$ cat src/rtl/div_operand_norm_pkg.sv
// Shared definitions for the Goldschmidt divider front end and the divider itself.
package div_pkg;

  localparam int unsigned WIDTH   = 16;
  localparam int unsigned SHIFT_W = 4;

  typedef logic [SHIFT_W-1:0] cnt_t;

  typedef enum logic [1:0] {
    StIdle = 2'd0,
    StNorm = 2'd1,
    StDone = 2'd2
  } state_e;

  // Reciprocal seeds in Q1.15 for the midpoints of the four d_out[14:13] bins.
  localparam logic [WIDTH-1:0] IA0_C = 16'h71C7;  // 1/1.125
  localparam logic [WIDTH-1:0] IA1_C = 16'h5D17;  // 1/1.375
  localparam logic [WIDTH-1:0] IA2_C = 16'h4EC5;  // 1/1.625
  localparam logic [WIDTH-1:0] IA3_C = 16'h4444;  // 1/1.875

endpackage

$ cat src/rtl/div_operand_norm_if.sv
// Operand handshake and normalised-result bus between upstream, this stage and the divider.
interface div_operand_norm_if;
  import div_pkg::*;

  logic                 in_valid;
  logic                 in_ready;
  logic [WIDTH-1:0]     n_in;
  logic [WIDTH-1:0]     d_in;
  logic                 out_valid;
  logic                 out_ready;
  logic [WIDTH-1:0]     n_out;
  logic [WIDTH-1:0]     d_out;
  logic [SHIFT_W-1:0]   shift_out;
  logic                 div_zero;
  logic [WIDTH-1:0]     ia0;
  logic [WIDTH-1:0]     ia1;
  logic [WIDTH-1:0]     ia2;
  logic [WIDTH-1:0]     ia3;

  // Upstream / divider side of the bus.
  modport master (
    output in_valid, n_in, d_in, out_ready,
    input  in_ready, out_valid, n_out, d_out, shift_out, div_zero, ia0, ia1, ia2, ia3
  );

  // Normalisation stage side of the bus.
  modport slave (
    input  in_valid, n_in, d_in, out_ready,
    output in_ready, out_valid, n_out, d_out, shift_out, div_zero, ia0, ia1, ia2, ia3
  );

endinterface

$ cat src/rtl/div_operand_norm.sv
// Divisor normaliser: shifts D left one bit per cycle until bit 15 is set, counting shifts,
// and flags D = 0 so the divider is never started on it.
module div_operand_norm #(
  parameter int unsigned WIDTH = div_pkg::WIDTH
) (
  input  logic               clk,
  input  logic               reset,
  div_operand_norm_if.slave  bus
);
  import div_pkg::*;

  state_e           r_state, w_state_nxt;
  logic [WIDTH-1:0] r_n, w_n_nxt;
  logic [WIDTH-1:0] r_d, w_d_nxt;
  cnt_t             r_cnt, w_cnt_nxt;
  logic             r_zero, w_zero_nxt;

  // State and datapath registers; reset abandons any operation in flight.
  always_ff @(posedge clk or negedge reset) begin
    if (!reset) begin
      r_state <= StIdle;
      r_n     <= '0;
      r_d     <= '0;
      r_cnt   <= '0;
      r_zero  <= 1'b0;
    end else begin
      r_state <= w_state_nxt;
      r_n     <= w_n_nxt;
      r_d     <= w_d_nxt;
      r_cnt   <= w_cnt_nxt;
      r_zero  <= w_zero_nxt;
    end
  end

  // Next-state logic: capture in IDLE, one shift per NORM cycle, hold in DONE until taken.
  always_comb begin
    w_state_nxt = r_state;
    w_n_nxt     = r_n;
    w_d_nxt     = r_d;
    w_cnt_nxt   = r_cnt;
    w_zero_nxt  = r_zero;
    unique case (r_state)
      StIdle: begin
        if (bus.in_valid) begin
          w_n_nxt     = bus.n_in;
          w_d_nxt     = bus.d_in;
          w_cnt_nxt   = '0;
          w_zero_nxt  = 1'b0;
          w_state_nxt = StNorm;
        end
      end
      StNorm: begin
        if (r_d == '0) begin
          w_zero_nxt  = 1'b1;
          w_state_nxt = StDone;
        end else if (r_d[WIDTH-1]) begin
          w_state_nxt = StDone;
        end else begin
          // Leading one not yet at the MSB, so at most 15 shifts: cnt cannot wrap.
          w_d_nxt   = r_d << 1;
          w_cnt_nxt = r_cnt + cnt_t'(1);
        end
      end
      StDone: begin
        if (bus.out_ready) begin
          w_state_nxt = StIdle;
        end
      end
      default: begin
        w_state_nxt = StIdle;
      end
    endcase
  end

  // Handshake flags decode from state only, so neither depends on the opposite valid/ready.
  assign bus.in_ready  = (r_state == StIdle);
  assign bus.out_valid = (r_state == StDone);

  assign bus.n_out     = r_n;
  assign bus.d_out     = r_d;
  assign bus.shift_out = r_cnt;
  assign bus.div_zero  = r_zero;

  assign bus.ia0 = IA0_C;
  assign bus.ia1 = IA1_C;
  assign bus.ia2 = IA2_C;
  assign bus.ia3 = IA3_C;

endmodule

$ cat src/flat_wrapper.sv
// flat-port wrapper written by rule: the top's interface ports become plain ports
module div_operand_norm_flat import div_pkg::*;
#(
  parameter int unsigned WIDTH = div_pkg::WIDTH
)
  (clk, reset, bus_in_valid, bus_n_in, bus_d_in, bus_out_ready, bus_in_ready, bus_out_valid, bus_n_out, bus_d_out, bus_shift_out, bus_div_zero, bus_ia0, bus_ia1, bus_ia2, bus_ia3);
  div_operand_norm_if bus_i ();
  input  logic clk;
  input  logic reset;
  input wire logic [$bits(bus_i.in_valid)-1:0] bus_in_valid;
  input wire logic [$bits(bus_i.n_in)-1:0] bus_n_in;
  input wire logic [$bits(bus_i.d_in)-1:0] bus_d_in;
  input wire logic [$bits(bus_i.out_ready)-1:0] bus_out_ready;
  output wire logic [$bits(bus_i.in_ready)-1:0] bus_in_ready;
  output wire logic [$bits(bus_i.out_valid)-1:0] bus_out_valid;
  output wire logic [$bits(bus_i.n_out)-1:0] bus_n_out;
  output wire logic [$bits(bus_i.d_out)-1:0] bus_d_out;
  output wire logic [$bits(bus_i.shift_out)-1:0] bus_shift_out;
  output wire logic [$bits(bus_i.div_zero)-1:0] bus_div_zero;
  output wire logic [$bits(bus_i.ia0)-1:0] bus_ia0;
  output wire logic [$bits(bus_i.ia1)-1:0] bus_ia1;
  output wire logic [$bits(bus_i.ia2)-1:0] bus_ia2;
  output wire logic [$bits(bus_i.ia3)-1:0] bus_ia3;
  assign bus_i.in_valid = bus_in_valid;
  assign bus_i.n_in = bus_n_in;
  assign bus_i.d_in = bus_d_in;
  assign bus_i.out_ready = bus_out_ready;
  assign bus_in_ready = bus_i.in_ready;
  assign bus_out_valid = bus_i.out_valid;
  assign bus_n_out = bus_i.n_out;
  assign bus_d_out = bus_i.d_out;
  assign bus_shift_out = bus_i.shift_out;
  assign bus_div_zero = bus_i.div_zero;
  assign bus_ia0 = bus_i.ia0;
  assign bus_ia1 = bus_i.ia1;
  assign bus_ia2 = bus_i.ia2;
  assign bus_ia3 = bus_i.ia3;
  div_operand_norm #(.WIDTH(WIDTH)) u_core (.clk(clk), .reset(reset), .bus(bus_i));
endmodule
$ cat config.mk
export PLATFORM = sky130hd
export DESIGN_NAME = div_operand_norm_flat
export DESIGN_NICKNAME = d
export VERILOG_FILES = /design/src/rtl/div_operand_norm_pkg.sv /design/src/rtl/div_operand_norm_if.sv /design/src/rtl/div_operand_norm.sv /design/src/flat_wrapper.sv
export SDC_FILE = /design/constraint.sdc
export NUM_CORES = 1
export LEC_CHECK = 0
export ABC_CLOCK_PERIOD_IN_PS = 2400
export CAP_MARGIN = 20
export CELL_PAD_IN_SITES_DETAIL_PLACEMENT = 0
export CELL_PAD_IN_SITES_GLOBAL_PLACEMENT = 2
export CORE_ASPECT_RATIO = 0.6
export CORE_MARGIN = 3
export CORE_UTILIZATION = 22
export CTS_CLUSTER_DIAMETER = 100
export DETAILED_ROUTE_END_ITERATION = 8
export HOLD_SLACK_MARGIN = 0.05
export PLACE_DENSITY_LB_ADDON = 0.1
export SKIP_CTS_REPAIR_TIMING = 1
export SYNTH_ARGS = -nofsm -noshare
export SYNTH_HDL_FRONTEND = slang
export SYNTH_SLANG_ARGS = --single-unit
export TNS_END_PERCENT = 20
$ cat constraint.sdc
create_clock -name clk -period 2.4 [get_ports clk]
set_clock_uncertainty 0.05 [all_clocks]
set_input_delay 0.6 -clock clk [delete_from_list [all_inputs] [get_ports clk]]
set_output_delay 0.6 -clock clk [all_outputs]
set_load 0.03 [all_outputs]
# Word-level counts from Yosys, hierarchy flattened
# Index checks and enable logic that the tools add are counted.
dict set report totals {
  reg_bits 39
  inputBits 36
  output_inout_bits 103
  elab_cells 39
}
dict set report op_classes {
  add_sub_neg 1
  eq_ne 8
  n_mux 16
  n_reduce_logical 8
}
# cell n
set op_table {}
lappend op_table {{2-to-1 mux 16 bit} 3}
lappend op_table {{case mux 16 bit (2 select lines)} 1}
lappend op_table {{zero test 16 bit} 1}
lappend op_table {{2-to-1 mux 4 bit} 3}
lappend op_table {{AND reduction 3 bit} 3}
lappend op_table {{2-to-1 mux 2 bit} 4}
lappend op_table {{inequality test 2 bit (second input constant)} 4}
lappend op_table {{case mux 4 bit (2 select lines)} 1}
lappend op_table {{case mux 2 bit (3 select lines)} 1}
lappend op_table {{adder 4 x 1 -> 4 bit (second input constant)} 1}
lappend op_table {{AND reduction 4 bit} 1}
lappend op_table {{inequality test 3 x 1 -> 1 bit (second input constant)} 1}
lappend op_table {{== test 2 x 1 -> 1 bit (second input constant)} 1}
lappend op_table {{== test 2 bit (second input constant)} 1}
lappend op_table {{zero test 2 bit} 1}
lappend op_table {{2-to-1 mux 1 bit} 2}
lappend op_table {{inequality test 2 x 1 -> 1 bit (second input constant)} 1}
lappend op_table {{case mux 1 bit (2 select lines)} 1}
lappend op_table {{AND reduction 2 bit} 1}
lappend op_table {{nonzero test 2 bit} 1}

# Logic depth before layout (Yosys ltp)
# Gate-level depths: netlist of the first run.
dict set report depth {
  ltp_word 4
  depth_mapped 6
  mapped_depth_nobuf 4
}

# Worst setup path before layout of the first run
# OpenSTA, ideal clock, no wires.
dict set report synth_path {
  kind {register -> register}
  start {register u_core.r_state[0]}
  end {register u_core.r_d[10] (netlist: u_core.bus.d_out[10])}
  t_arrival_ps 1709
  required_time_ps 2277
  slack_ps 568
  path_stages_with_launch 6
  n_path_buf 1
  period_less_slack_ps 1832
  cell_sequence {dfrtp_1 > nor2_1 > nand2_1 > a21oi_4 > buf_6 > a2bb2oi_2}
}
dict set report synth_between {
  elab_chain_cells 3
  elab_cells_between_ends 8
  classes_between {eq/ne (4); mux (1); reduce/logical (3)}
}
# item line_no
set synth_rtl {}
lappend synth_rtl {{from (decl)} div_operand_norm.sv:12} ;# state_e r_state, w_state_nxt;
lappend synth_rtl {{from (signal assigned)} div_operand_norm.sv:21} ;# r_state <= StIdle;
lappend synth_rtl {{from (signal assigned)} div_operand_norm.sv:27} ;# r_state <= w_state_nxt;
lappend synth_rtl {{zero test 2 bit *} n/a}
lappend synth_rtl {{net bus_in_ready} flat_wrapper.sv:14} ;# output wire logic [$bits(bus_i.in_ready)-1:0] bus_in_ready;
lappend synth_rtl {{inequality test 2 bit (no source line) / nonzero test 2 bit (equally long branches)} n/a}
lappend synth_rtl {{AND reduction 4 bit (no source line)} n/a}
lappend synth_rtl {{to (signal assigned)} div_operand_norm.sv:29} ;# r_d <= w_d_nxt;
lappend synth_rtl {{to (decl)} div_operand_norm.sv:14} ;# logic [WIDTH-1:0] r_d, w_d_nxt;
# The timed path passes the listed nets; every way through them passes the cells marked *.
# A chain may end at the register's enable or synchronous reset.

# Final worst setup path of the first run
dict set report layout_path {
  start {register u_core.r_state[0]}
  end {output bus_out_valid}
}
dict set report layout_between {
  elab_chain_cells 1
}
# item line_no
set layout_rtl {}
lappend layout_rtl {{== test 2 bit} div_operand_norm.sv:77} ;# assign bus.out_valid = (r_state == StDone);
lappend layout_rtl {{to (decl)} flat_wrapper.sv:15} ;# output wire logic [$bits(bus_i.out_valid)-1:0] bus_out_valid;
# No other way between the ends.

==> results of run 1 <==
power by group through the flow:
stage / logic [mW] / clock network [mW] / registers, mW
detailed placement: 2.50 / 0 / 1.27
floorplan: 1.07 / 0 / 1.75
finish: 2.46 / 0.703 / 1.25
global placement: 2.49 / 0 / 1.27
CTS: 2.50 / 0.727 / 1.26
global route: 2.65 / 0.758 / 1.31
stage by stage:
step / setup WS [ps] / utilization, %
6_report: 131.6 / 31.34
5_1_grt: 53.60 / 31.34
3_5_place_dp: 267.1 / 29.79
3_3_place_gp: 317.1 / 29.79
4_1_cts: 111.0 / 31.34
2_1_floorplan: 568.1 / -
cell usage after synthesis:
master,instances,area [um2]
buf_4,64,480.5
nand2_1,51,191.4
dfrtp_1,39,975.9
or3_1,14,87.58
o21ai_0,13,65.06
a2bb2oi_2,8,120.1
a2bb2oi_1,5,43.79
clkbuf_1,5,18.77
nand2b_1,5,31.28
buf_2,4,20.02
nor4_1,4,25.02
o21ai_1,4,20.02
buf_6,3,33.78
inv_1,3,11.26
nor2_1,3,11.26
nor3_1,3,15.01
a21oi_1,2,10.01
a22o_1,2,17.52
conb_1,2,7.510
a21o_1,1,7.510
a21oi_4,1,16.27
a311o_1,1,10.01
and2_1,1,6.260
and4_1,1,8.760
buf_1,1,3.750
ha_1,1,12.51
nand3_1,1,5.000
nor2b_1,1,6.260
o211a_1,1,10.01
o21ai_2,1,8.760
o21bai_2,1,11.26
o22ai_1,1,6.260
o2bb2a_2,1,11.26
o2bb2ai_2,1,15.01
o32ai_1,1,8.760
or4_1,1,7.510
how the worst min path moves through the flow:
stage                               startpoint  depth (start not counted)              endpoint
after floorplan                          reset                          0   u_core.bus.d_out[0]
after global placement    u_core.bus.n_out[13]                          2  u_core.bus.n_out[13]
after detailed placement  u_core.bus.n_out[15]                          2  u_core.bus.n_out[15]
after CTS                                reset                          1   u_core.bus.n_out[0]
after global routing                     reset                          1   u_core.bus.n_out[0]
final                                    reset                          1   u_core.bus.n_out[0]
critical path, stage by stage, from the launching register on:
cell and delay (ps):
dfrtp_1 430, nand2b_1 180, inv_1 60, clkdlybuf4s50_1 670
cell type report:
cell class	count	area share, %
multi-input combinational	194	32.45
timing repair buffer	85	26.18
inverter	3	0.3549
tap	135	5.323
clock buffer	8	4.929
sequential	39	30.76
per-layer routing:
layer	GRT usage (%)	vias to the layer above	routed length [um]
met1	17.04	846	3405
met3	3.844	8	482
met2	13.61	79	2514
met4	2.931	0	72
li1	-	870	-
met5	0	-	0
sequential cells by signal, indices dropped and copies added, names as in the netlist:
| name | count |
|---|---|
| u_core.bus.shift_out | 4 |
| u_core.bus.div_zero | 1 |
| u_core.bus.d_out | 16 |
| u_core.r_state | 2 |
| u_core.bus.n_out | 16 |
kinds of logic (layout without fill, tap and decap cells):
| family | after synthesis | in the layout | synth area share, % |
|---|---|---|---|
| buf+inv | 80 | 96 | 24.26 |
| fa+ha+maj | 1 | 1 | 0.5344 |
| compound gates | 44 | 44 | 16.30 |
| other cells | 2 | 64 | 0.3208 |
| flops | 39 | 39 | 41.69 |
| simple gates | 85 | 85 | 16.89 |
==> out/metrics.yaml, run 1 <==
status: "complete, no violations"
end_kind: "output port"
hold_violations: 0
seqPwrFrac_pct: 28.3
drt_wl_total_um: 6474
vdd_ir_drop_max_mv: 0.3186
clkPwrFrac_pct: 15.9
finalSetupTns_ps: 0
vias_per_cell: 3.886
r2r-start: "u_core.bus.d_out[10]"
clockBufferDepth: 2
placed_cell_area_um2: 3017
power_leakage_nw: 1.426
die_y_um: 85.91
cap_violations: 0
std_cell_rows: 28
final_common_cell: "clkdlybuf4s50_1"
startpoint: "u_core.r_state[0]"
coreArea_um2: 10120
grt_pass1_vias: 1662
max_slew_margin_pct: 60.39
switchingPower_mw: 2.004
crit_end: "bus_out_valid"
fillers: 1063
dp_hpwl_um: 4958
critPathKind: "flop to output port"
power.total_mw: 4.420
grt_pass1_wl_um: 9991
crit_fanout: 6
io_buffers: 74
syn_area_per_cell_um2: 9.327
clk_pin_slew_ps: 60
multiInputGateArea_um2: 1030
gr-usage-all-layers_pct: 10.87
critPathArrivalTime_ps: 1620
ys_types: 36
drc: 0
p_int_mw: 2.416
htreeDepth: 2
grt_setup_unrepaired: "no"
stdcell_count: 464
drive_gt1_share_pct: 9.726
clock_sink_count: 39
fin_crit_ps: 2268
root_buffer: "clkbuf_16"
whs_ps: 267.2
finalCritPeriodShare_pct: 94.52
ant_nets: 0
most-common-layout-cells: "73 x clkdlybuf4s50_1, 64 x conb_1, 51 x nand2_1"
grt-ovfl-total: 0
power_frac_comb_pct: 55.7
initial_utilization_pct: 23.12
cts_buffers: 5
worstRegToRegCells: 5
io_pins: 139
synth_seq_cells: 39
firstDrtPassIters: 4
cp.required_ps: 1750
final_nets: 365
antenna_found_initial: 0
start_kind: "flop"
wire_per_inst_um: 13.95
gp_congestion: 0.6665
slew_viol_final: 0
power_density_nw_per_um2: 1393
drtIter0Drc: 67
r2r_end: "u_core.bus.shift_out[2]"
cts_tree: "built"
die-width_um: 139.2
die-area_um2: 11960
tightest_slew_ps: 594.1
swShare_pct: 45.34
clk_latency_ps: 280
yosysWarnings: 0
netlist_instances: 251
diodes: 0
r2r_slack_ps: 360
fmax_mhz: 440.8
regArea_um2: 975.9
netlist_area_um2: 2341
synth_seq_area_share_pct: 41.69
setup_viol: 0
hp-class: "primary input to asynchronous set/reset pin"
final_cell_area_um2: 3173
vias: 1803
dpl.cell_count: 456
grt_start_max_net_pins: 26
syn2layout_area_growth_pct: 35.54
Note: power is estimated with default switching activity, not from simulation.
==> inputs of run 2 (changes only) <==
--- a/config.mk
+++ b/config.mk
@@ -16,7 +16,6 @@
 export DETAILED_ROUTE_END_ITERATION = 8
 export HOLD_SLACK_MARGIN = 0.05
 export PLACE_DENSITY_LB_ADDON = 0.1
-export SKIP_CTS_REPAIR_TIMING = 1
 export SYNTH_ARGS = -nofsm -noshare
 export SYNTH_HDL_FRONTEND = slang
 export SYNTH_SLANG_ARGS = --single-unit
==> results of run 2 <==
The final DEF is identical to that of run 1; final timing and power are the same.
==> inputs of run 3 (changes only) <==
--- a/config.mk
+++ b/config.mk
@@ -5,7 +5,6 @@
 export SDC_FILE = /design/constraint.sdc
 export NUM_CORES = 1
 export LEC_CHECK = 0
-export ABC_CLOCK_PERIOD_IN_PS = 2400
 export CAP_MARGIN = 20
 export CELL_PAD_IN_SITES_DETAIL_PLACEMENT = 0
 export CELL_PAD_IN_SITES_GLOBAL_PLACEMENT = 2
@@ -16,6 +15,7 @@
 export DETAILED_ROUTE_END_ITERATION = 8
 export HOLD_SLACK_MARGIN = 0.05
 export PLACE_DENSITY_LB_ADDON = 0.1
+export SKIP_CTS_REPAIR_TIMING = 1
 export SYNTH_ARGS = -nofsm -noshare
 export SYNTH_HDL_FRONTEND = slang
 export SYNTH_SLANG_ARGS = --single-unit
==> constraint.sdc (replaced) <==
create_clock -name clk -period 2.7 [get_ports clk]
set_clock_uncertainty 0.05 [all_clocks]
set_input_delay 0.675 -clock clk [delete_from_list [all_inputs] [get_ports clk]]
set_output_delay 0.675 -clock clk [all_outputs]
set_load 0.03 [all_outputs]
==> out/metrics.yaml, run 3 (synthesis results as in run 1) <==
finalSetupTns_ps: 0  # unchanged
cp.depth: 3  # unchanged
cts_tree: "built"
hp-class: "primary input to asynchronous set/reset pin"
tightest_slew_ps: 623.8  # +29.72 ps
vdd_ir_drop_max_mv: 0.3296  # +3.4%
most-common-layout-cells: "73 x clkdlybuf4s50_1, 64 x conb_1, 51 x nand2_1"
gr-usage-all-layers_pct: 10.95  # +0.081 points
grt_start_max_net_pins: 27  # +3.8%
clk_latency_ps: 280  # about the same
setup_viol: 0  # unchanged
fmax_mhz: 426.8
firstDrtPassIters: 4  # unchanged
ant_nets: 0  # unchanged
status: "complete, no violations"
cts_buffers: 5  # unchanged
path_cells: "nand2b_1 > inv_1 > clkdlybuf4s50_1"
critPathBufInv: 2  # unchanged
cp.required_ps: 1980  # +230 ps
path_delay_family: "buffers and inverters"
initial_utilization_pct: 23.12  # unchanged
cap_violations: 0  # unchanged
drc: 0  # unchanged
power_leakage_nw: 1.412  # -0.97%
grt-ovfl-total: 0  # unchanged
final_common_cell: "clkdlybuf4s50_1"
io_buffers: 74  # unchanged
critPathArrivalTime_ps: 1620  # about the same
slew_viol_final: 0  # unchanged
vias: 1803  # unchanged
drt_wl_total_um: 6580  # +1.6%
max_slew_margin_pct: 58.41  # -2.0 points
crit_fanout: 6  # unchanged
critPathSlowestCell: "clkdlybuf4s50_1"
die_y_um: 85.91  # unchanged
r2r-start: "u_core.bus.d_out[1]"
syn2layout_area_growth_pct: 34.15
start_kind: "flop"
finalCritPeriodShare_pct: 86.78
whs_ps: 350.8  # +83.64 ps
end_kind: "output port"
power_density_nw_per_um2: 1237  # -11%
max_stage_delay_ps: 670  # about the same
coreArea_um2: 10120  # unchanged
gp_congestion: 0.6968  # +4.5%
dp_hpwl_um: 5069  # +2.2%
hold_violations: 0  # unchanged
die-area_um2: 11960  # unchanged
critPathKind: "flop to output port"
antenna_found_initial: 0  # unchanged
htreeDepth: 2  # unchanged
wire_per_inst_um: 14.24  # +2.1%
std_cell_rows: 28  # unchanged
root_buffer: "clkbuf_16"
grt_pass1_wl_um: 10110  # +1.2%
startpoint: "u_core.r_state[0]"
worstRegToRegCells: 5  # unchanged
drive_gt1_share_pct: 9.480  # -0.25 points
clock_sink_count: 39  # unchanged
drtIter0Drc: 90  # +34%
utilization_pct: 31.02  # -0.32 points
clockBufferDepth: 2  # unchanged
grt_setup_unrepaired: "no"
fillers: 1071  # +0.75%
die-width_um: 139.2  # unchanged
io_pins: 139  # unchanged
clk_pin_slew_ps: 60  # about the same
grt_pass1_vias: 1718  # +3.4%
diodes: 0  # unchanged
fin_crit_ps: 2343
final_nets: 364  # -0.27%
vias_per_cell: 3.903  # +0.43%
[run 3: changes by cell type in the layout (fill, tap and decap cells not counted)]
cell	before	now
clkinv_2	0	1
buf_12	1	0
clkbuf_1	1	0
clkbuf_8	2	1
[run 3: layout make-up]
type / count / area [um2] / area share (%)
Multi-Input combinational cell: 194 / 1030 / 32.79
Sequential cell: 39 / 975.9 / 31.08
Inverter: 3 / 11.26 / 0.3586
Clock inverter: 1 / 5.005 / 0.1594
Tap cell: 135 / 168.9 / 5.378
Clock buffer: 6 / 138.9 / 4.422
Timing Repair Buffer: 84 / 810.8 / 25.82
[run 3: report_power, final]
group | switching [mW] | internal (mW)
clock network | 0.229 | 0.360
logic | 1.30 | 0.884
registers | 0.260 | 0.853
[run 3: routing by layer]
metal	GRT usage [%]	part of all wire (%)	vias up
li1	-	-	864
met1	16.42	51	840
met2	14.13	40	92
met3	4.067	8.4	7
met4	3.730	1.4	0
met5	0	0	-
[run 3: metrics by stage]
step | area, um2 | worst slack (ps) | std cells | total power, mW
2_1_floorplan | 2574 | 868.1 | 313 | 2.506
3_3_place_gp | 2997 | 471.1 | 455 | 3.339
3_5_place_dp | 2997 | 451.0 | 455 | 3.336
4_1_cts | 3141 | 337.3 | 462 | 3.944
5_1_grt | 3141 | 259.9 | 462 | 4.139
6_report | 3141 | 357.1 | 462 | 3.885
[run 3: final timing paths]
path | to | slack, ps
worst min-delay path | u_core.bus.n_out[0] | 350
worst max register to register | u_core.bus.d_out[1] | 540
worst max-delay path | bus_out_valid | 360
min in group clk | u_core.bus.n_out[9] | 420
max in group asynchronous | u_core.r_state[0] | 1690
worst min register to register | u_core.bus.n_out[9] | 420
